**config.mk**
```make
export PLATFORM = sky130hd
export DESIGN_NAME = dds_phase_acc
export DESIGN_NICKNAME = d
export VERILOG_FILES = /design/src/rtl/dds_phase_acc.sv
export SDC_FILE = /design/constraint.sdc
export NUM_CORES = 1
export LEC_CHECK = 0
export CAP_MARGIN = 25
export CORE_UTILIZATION = 32
export CTS_CLUSTER_DIAMETER = 100
export DETAILED_ROUTE_END_ITERATION = 8
export RECOVER_POWER = 100
export SLEW_MARGIN = 20
export SYNTH_ARGS = -nofsm -noshare
export SYNTH_HDL_FRONTEND = slang
export SYNTH_SLANG_ARGS = --single-unit
```
**constraint.sdc**
```tcl
create_clock -name clk -period 3.5 [get_ports clk]
set_input_delay 0.7 -clock clk [delete_from_list [all_inputs] [get_ports clk]]
set_output_delay 0.7 -clock clk [all_outputs]
set_load 0.02 [all_outputs]
```
**src/rtl/dds_phase_acc.sv**
```systemverilog
// DDS phase accumulator: integrates a tuning word, offsets the truncated phase and registers the ROM address.
// Optional macro DDS_PHASE_SYNC_UPDATE_EN defers RUN-time configuration changes to the accumulator wrap.
module dds_phase_acc #(
  parameter int ACC_W  = 32,
  parameter int ADDR_W = 9
) (
  input  logic              clk,
  input  logic              rst_n,
  input  logic              en,
  input  logic              clr,
  input  logic              cfg_valid,
  output logic              cfg_ready,
  input  logic [ACC_W-1:0]  cfg_fword,
  input  logic [ADDR_W-1:0] cfg_pword,
  input  logic [1:0]        cfg_wave,
  output logic [ADDR_W-1:0] rom_addr,
  output logic [1:0]        wave_sel,
  output logic              addr_valid,
  output logic              wrap
);

  typedef enum logic [1:0] {IDLE = 2'd0, RUN = 2'd1, PEND = 2'd2} state_t;

  state_t            state, state_nxt;
  logic [ACC_W-1:0]  acc, acc_nxt;
  logic [ACC_W:0]    sum_p0;
  logic [ACC_W-1:0]  fword_a, fword_a_nxt;
  logic [ADDR_W-1:0] pword_a, pword_a_nxt;
  logic [1:0]        wave_a, wave_a_nxt;
  logic              wrap_nxt;
  logic              cfg_fire;
  logic [ADDR_W-1:0] phase_p0;

  // Phase offset wraps around the ROM; no saturation by design.
  function automatic logic [ADDR_W-1:0] addr_add(input logic [ADDR_W-1:0] a,
                                                 input logic [ADDR_W-1:0] b);
    return a + b;
  endfunction

`ifdef DDS_PHASE_SYNC_UPDATE_EN
  logic [ACC_W-1:0]  fword_s, fword_s_nxt;
  logic [ADDR_W-1:0] pword_s, pword_s_nxt;
  logic [1:0]        wave_s, wave_s_nxt;

  assign cfg_ready = (state != PEND);
`else
  assign cfg_ready = 1'b1;
`endif

  assign cfg_fire = cfg_valid && cfg_ready;
  assign sum_p0   = {1'b0, acc} + {1'b0, fword_a};
  assign phase_p0 = acc[ACC_W-1 -: ADDR_W];

  always_comb begin
    state_nxt   = state;
    acc_nxt     = acc;
    fword_a_nxt = fword_a;
    pword_a_nxt = pword_a;
    wave_a_nxt  = wave_a;
    wrap_nxt    = 1'b0;
`ifdef DDS_PHASE_SYNC_UPDATE_EN
    fword_s_nxt = fword_s;
    pword_s_nxt = pword_s;
    wave_s_nxt  = wave_s;
`endif
    if (clr) begin
      acc_nxt = '0;
`ifdef DDS_PHASE_SYNC_UPDATE_EN
      if (state == PEND) begin
        fword_a_nxt = fword_s;
        pword_a_nxt = pword_s;
        wave_a_nxt  = wave_s;
      end
`endif
      // A word offered alongside clr overrides any pending shadow.
      if (cfg_fire) begin
        fword_a_nxt = cfg_fword;
        pword_a_nxt = cfg_pword;
        wave_a_nxt  = cfg_wave;
      end
      state_nxt = en ? RUN : IDLE;
    end else begin
      if (state != IDLE && en) begin
        acc_nxt  = sum_p0[ACC_W-1:0];
        wrap_nxt = sum_p0[ACC_W];
      end
      case (state)
        IDLE: begin
          if (cfg_fire) begin
            fword_a_nxt = cfg_fword;
            pword_a_nxt = cfg_pword;
            wave_a_nxt  = cfg_wave;
          end
          if (en) state_nxt = RUN;
        end
        RUN: begin
          if (!en) state_nxt = IDLE;
`ifdef DDS_PHASE_SYNC_UPDATE_EN
          if (cfg_fire && en) begin
            fword_s_nxt = cfg_fword;
            pword_s_nxt = cfg_pword;
            wave_s_nxt  = cfg_wave;
            state_nxt   = PEND;
          end else if (cfg_fire) begin
`else
          if (cfg_fire) begin
`endif
            fword_a_nxt = cfg_fword;
            pword_a_nxt = cfg_pword;
            wave_a_nxt  = cfg_wave;
          end
        end
`ifdef DDS_PHASE_SYNC_UPDATE_EN
        PEND: begin
          if (!en || sum_p0[ACC_W]) begin
            fword_a_nxt = fword_s;
            pword_a_nxt = pword_s;
            wave_a_nxt  = wave_s;
            state_nxt   = en ? RUN : IDLE;
          end
        end
`endif
        default: state_nxt = IDLE;
      endcase
    end
  end

  always_ff @(posedge clk or negedge rst_n) begin
    if (!rst_n) state <= IDLE;
    else        state <= state_nxt;
  end

  // Stage p0: accumulator and configuration registers
  always_ff @(posedge clk or negedge rst_n) begin
    if (!rst_n) begin
      acc     <= '0;
      fword_a <= '0;
      pword_a <= '0;
      wave_a  <= '0;
      wrap    <= 1'b0;
`ifdef DDS_PHASE_SYNC_UPDATE_EN
      fword_s <= '0;
      pword_s <= '0;
      wave_s  <= '0;
`endif
    end else begin
      acc     <= acc_nxt;
      fword_a <= fword_a_nxt;
      pword_a <= pword_a_nxt;
      wave_a  <= wave_a_nxt;
      wrap    <= wrap_nxt;
`ifdef DDS_PHASE_SYNC_UPDATE_EN
      fword_s <= fword_s_nxt;
      pword_s <= pword_s_nxt;
      wave_s  <= wave_s_nxt;
`endif
    end
  end

  // Stage p1: registered ROM address, one cycle behind acc
  always_ff @(posedge clk or negedge rst_n) begin
    if (!rst_n) begin
      rom_addr   <= '0;
      wave_sel   <= '0;
      addr_valid <= 1'b0;
    end else begin
      rom_addr   <= addr_add(phase_p0, pword_a);
      wave_sel   <= wave_a;
      addr_valid <= (state != IDLE);
    end
  end

endmodule

```
==> flow_summary_export.csv, run 1 <==
group,metric,value,unit
cts,clk_latency,0.34,ns
floorplan,io_pins,62,
cts,root_buffer,"clkbuf_16",
timing,period_needed,2.95,ns
route,drt-wirelength-per-cell,13.8,um
yosys,async_reset_ff_share,100,%
cts,cts.repair.resized,0,
yosys,yosysTopAreaCellShare,43.2,%
yosys,synth_edf_count,0,
setup_path,cp.required,3.73,ns
timing,slew_headroom,-8.18,%
global_routing,grt_overflow,0,
cts,cts_buffer_depth,2,
route,drt_iter0_markers,194,
run_status,status,"finished with violations",
yosys,yosys-top-cells-count,"dfrtp_1, nand2_1, o21ai_0, mux2_2",
setup_path,crit_path_max_fanout,4,
floorplan,die_area,16600,sq um
setup_path,crit_slowest_cell,"fa_1",
route,antenna_left,0,
setup_path,rr_startpoint,"acc[0]",
cts,cts_tree,"built",
setup_path,startpoint_type,"register",
cts,holdBufCountCts,0,
cts,htree_num_levels,3,
run,cap_violations,2,
global_routing,grt_max_degree,67,
yosys,yosys.cell_types.count,57,
yosys,synth.ff_latch_count,89,
place,portBuffers,60,
floorplan,rows,46,
yosys,yosysTopAreaCell,"dfrtp_1",
yosys,syn_avg_cell_area,10.1,sq um
pwr,power.density,470,nW/um^2
place,placed_area,5920,sq um
yosys,synth_most_common_cell,"dfrtp_1",
route,wirelength,10.8,mm
yosys,syn-num-nets,601,
route,drt_pass1_iterations,4,
setup_path,worstPathArrival,3.18,ns
floorplan,start_util,32.6,%
worst_hold_path,min_from,"wave_a[1]",
floorplan,core_area,15800,sq um
global_routing,grt_use_total,14.5,%
yosys,yosys_most_used_dff,"dfrtp_1",
timing,finalSetupViolations,0,
setup_path,slowest_delay,0.38,ns
finish,drive_gt1_share,12.0,%
cts,cts_setup_buffers,0,
yosys,seq_area_frac_synth,43.2,%
setup_path,crit_chain,"ha_1 > inv_1 > fa_1 > nand2b_1 > a21oi_1 > o31a_1 > o21ai_0 > a41o_1 > a31oi_1 > a211oi_1 > a311o_1",
run_status,violations,"capacitance limit, slew limit",
finish,synthToLayoutAreaGrowth,19.7,%
route,via_per_inst,4.90,
timing,tightest_slew,1.62,ns
place,gp_congestion,0.862,
setup_path,worst-setup-path-type,"register to register",
finish,final_util,39.0,%
route,drc,0,
yosys,syn_area,5150,sq um
finish,num-nets-final,653,
timing,setup_tns,0,ns
cts,numCtsBuffers,9,
floorplan,dieWidth,129,um
yosys,yosysWarnings,0,
cts,cts.clk_slew.worst_paths,0.06,ns
setup_path,startpoint,"acc[0]",
pwr,leakagePower,2.66,nW
timing,maxSlewViolCount,99,
place,dp_hpwl,7.90,mm
global_routing,grt_pass1_wl,19.0,mm
timing,hold_violations,0,
finish,final_area,6170,sq um
global_routing,grt_pass1_vias,4096,
timing,finClkSkew,0.00500,ns
timing,period_share,84.3,%
timing,timing.fmax,339,MHz
setup_path,cp-end-kind,"register",
route,vias,3845,
worst_hold_path,hold_class,"register to register",
floorplan,die_y,129,um
timing,rsz0062_at_grt,"false",
pwr,max-vdd-ir-drop,0.213,mV
finish,diodes,0,
yosys,netlist_instances,511,
cts,clock-sinks,89,
yosys,yosys-top-cells-area,"dfrtp_1, ha_1, mux2_2",
global_routing,antenna_found_initial,0,
## critical path: cells and delay by family, from the launching register on
family | cells | cell delay, ns
compound gates | 7 | 1.66
fa+ha+maj | 2 | 0.55
buf+inv | 1 | 0.06
flops | 1 | 0.36
simple gates | 1 | 0.19
## worst paths after layout
path | end | slack, ns | depth (start not counted)
worst max-delay path | acc[28] | 0.55 | 11
worst min-delay path | wave_sel[1] | 0.37 | 0
worst max register to register | acc[28] | 0.55 | 11
worst min register to register | wave_sel[1] | 0.37 | 0
max in group asynchronous | fword_a[26] | 1.42 | 2
min in group asynchronous | fword_a[9] | 0.78 | 1
## layout make-up
cell class | count | area [sq um]
clock buffer | 11 | 243
inverter | 20 | 75.1
fill | 1593 | 9660
tap | 216 | 270
timing repair buffer | 64 | 604
multi-input combinational | 379 | 2720
sequential | 89 | 2230
clock inverter | 5 | 31.3
## sequential cells by signal, indices dropped and copies added, names as in the netlist
signal / cells
wrap: 1
pword_a: 9
state: 1
wave_sel: 2
wave_a: 2
fword_a: 32
acc: 32
addr_valid: 1
rom_addr: 9
## report_power, final
group          switching, W  internal, W  leakage, nW
logic              0.000437     0.000364         1.42
clock network      0.000393     0.000498        0.135
registers         0.0000603      0.00115         1.10
## layout by cell type, fill, tap and decap left out, drive strengths merged, types with 3 or more instances in the layout
cell	instances
dfrtp	89
nand2	64
o21ai	52
clkdlybuf4s50	44
mux2	41
a21oi	41
ha	40
nor2	22
inv	20
xnor2	20
clkbuf	17
xor2	15
dlygate4sd3	14
a21o	10
a31oi	6
o21bai	5
nand3	5
nand4	5
o21a	4
clkinv	4
nand2b	3
o211ai	3
nor3	3
o221ai	3
o31ai	3
## metrics by stage
stage	worst slack [ns]	hold WS, ns	total power (W)	cells
after global placement	0.785	0.357	0.00203	767
after CTS	0.642	0.370	0.00295	783
final	0.548	0.369	0.00290	784
after global routing	0.381	0.381	0.00309	784
after detailed placement	0.668	0.362	0.00204	767
after floorplan	1.00	0.350	0.00180	511
## cell families after synthesis
logic type / Yosys count / synth area share [%]
compound gates: 146 / 17.7
xor+xnor: 35 / 5.95
fa+ha+maj: 42 / 10.5
buf+inv: 43 / 3.88
flops: 89 / 43.2
mux: 41 / 8.96
other cells: 1 / 0.0728
simple gates: 114 / 9.69
## metal layers
layer | vias to the layer above | global-route usage [%] | routed length [um]
li1 | 1920 | - | -
met1 | 1847 | 17.7 | 5130
met2 | 68 | 24.8 | 5100
met3 | 10 | 3.66 | 409
met4 | 0 | 4.64 | 155
met5 | - | 0 | 0
Note: power is estimated with default switching activity, not from simulation.
==> run 2: changes to the inputs <==
clock period = 3.05 ns   (was 3.5 ns; I/O delays follow)
==> run 2 against run 1 <==
The flow now finishes without violations; combinational power increased by 15%; cell area increased by 0.47%; non-clock buffer count increased by 1; sequential share of layout area decreased by 0.17 points; critical path type unchanged; critical endpoint is now acc[31].
==> flow_summary_export.csv, run 2 (same netlist as run 1, synthesis figures left out) <==
group,metric,value,unit
run_status,status,"completed",
finish,drive_gt1_share,12.3,%
timing,timing.fmax,353,MHz
route,drc,0,
cts,clock-sinks,89,
finish,final_common_cell,"dfrtp_1",
global_routing,antenna_found_initial,0,
floorplan,die_y,129,um
finish,num-nets-final,654,
route,drt_pass1_iterations,4,
timing,hold_violations,0,
timing,setup_tns,0,ns
setup_path,rr_startpoint,"fword_a[4]",
cts,cts_buffer_depth,2,
cts,clk_latency,0.34,ns
setup_path,endpoint,"acc[31]",
timing,tightest_slew,1.48,ns
route,drt-wirelength-per-cell,14.0,um
place,gp_congestion,0.871,
pwr,power.total,0.00337,W
timing,slew_headroom,1.42,%
worst_hold_path,hold_class,"register to register",
floorplan,die_area,16600,sq um
timing,finClkSkew,0.00637,ns
timing,finalSetupViolations,0,
route,via_per_inst,5.00,
place,placedCellCount,769,
floorplan,io_pins,62,
route,drt_iter0_markers,168,
route,vias,3924,
setup_path,slowest_delay,0.60,ns
finish,top_regs,"acc x32, fword_a x32",
finish,layout.cells.non_filler,785,
cts,root_buffer,"clkbuf_16",
setup_path,cp.required,3.30,ns
setup_path,cp-end-kind,"register",
setup_path,worst-setup-path-type,"register to register",
floorplan,dieWidth,129,um
place,portBuffers,60,
timing,rsz0062_at_grt,"false",
setup_path,reg2reg_depth,9,
finish,synthToLayoutAreaGrowth,20.3,%
setup_path,crit_slowest_cell,"or4_1",
setup_path,r2r_end,"acc[31]",
pwr,power.density,544,nW/um^2
floorplan,core_area,15800,sq um
setup_path,crit_path_max_fanout,5,
global_routing,grt_max_degree,51,
pwr,leakagePower,2.66,nW
pwr,max-vdd-ir-drop,0.261,mV
timing,maxSlewViolCount,0,
setup_path,worstPathArrival,3.08,ns
finish,diodes,0,
setup_path,startpoint_type,"register",
cts,numCtsBuffers,9,
timing,period_share,92.8,%
global_routing,grt_overflow,0,
floorplan,start_util,32.6,%
run,cap_violations,0,
cts,holdBufCountCts,0,
floorplan,rows,46,
setup_path,startpoint,"fword_a[4]",
global_routing,grt_pass1_wl,19.0,mm
setup_path,crit_chain,"ha_1 > nand3_1 > nor2_1 > nor3_1 > o221ai_2 > o221ai_1 > or4_1 > and3b_1 > o31ai_2",
finish,layout_common_cells,"dfrtp_1, nand2_1, o21ai_0, clkdlybuf4s50_1",
route,antenna_left,0,
global_routing,grt_pass1_vias,4054,
cts,htree_num_levels,3,
cts,cts_tree,"built",
place,dp_hpwl,8.35,mm
setup_path,reg2reg_slack,0.22,ns
timing,period_needed,2.83,ns
cts,cts.clk_slew.worst_paths,0.06,ns
route,wirelength,11.0,mm
global_routing,grt_use_total,14.6,%
-- run 2: through the flow --
stage                     cell area (sq um)  util [%]  setup WS, ns  hold slack (ns)
after floorplan                        5150         -         0.553            0.314
after global placement                 5960      37.6         0.386            0.357
after detailed placement               5960      37.6         0.265            0.362
after CTS                              6250      39.5         0.248            0.312
after global routing                   6200      39.2        0.0442            0.400
final                                  6200      39.2         0.220            0.374
-- run 2: how the worst min path moves through the flow --
| stage | cells past startpoint | start | endpoint |
|---|---|---|---|
| after global routing | 0 | wave_a[0] | wave_sel[0] |
| after floorplan | 0 | rst_n | acc[0] |
| final | 0 | wave_a[1] | wave_sel[1] |
| after detailed placement | 0 | wave_a[0] | wave_sel[0] |
| after global placement | 0 | wave_a[0] | wave_sel[0] |
| after CTS | 1 | rst_n | fword_a[9] |
-- run 2: worst max-delay path: cells and delay by family, from the launching register on --
family	cells	cell delay [ns]
flip-flops	1	0.39
AO/OA/AOI/OAI	3	0.72
AND/OR/NAND/NOR	5	1.25
adder cells (fa/ha/maj)	1	0.36
-- run 2: metal layers --
layer	global-route usage (%)	up-vias	part of all wire (%)
li1	-	1932	-
met4	5.05	0	1.5
met1	18.2	1906	46
met5	0	-	0
met3	3.74	10	3.4
met2	24.4	76	49
-- run 2: layout make-up --
cell class                      count  area (sq um)
Clock inverter                      5          38.8
Timing Repair Buffer               65           613
Fill cell                        1569          9630
Sequential cell                    89          2230
Clock buffer                       11           253
Multi-Input combinational cell    379          2720
Tap cell                          216           270
Inverter                           20          75.1
-- run 2: what timing repair did --
action	in CTS	in global routing
buffers inserted	0	0
setup endpoints to repair	0	1
resized for setup	0	1
-- run 2: power breakdown --
group          total, W  internal [W]  switching, W
sequential      0.00139       0.00131     0.0000725
combinational  0.000923      0.000418      0.000505
clock           0.00106      0.000599      0.000462
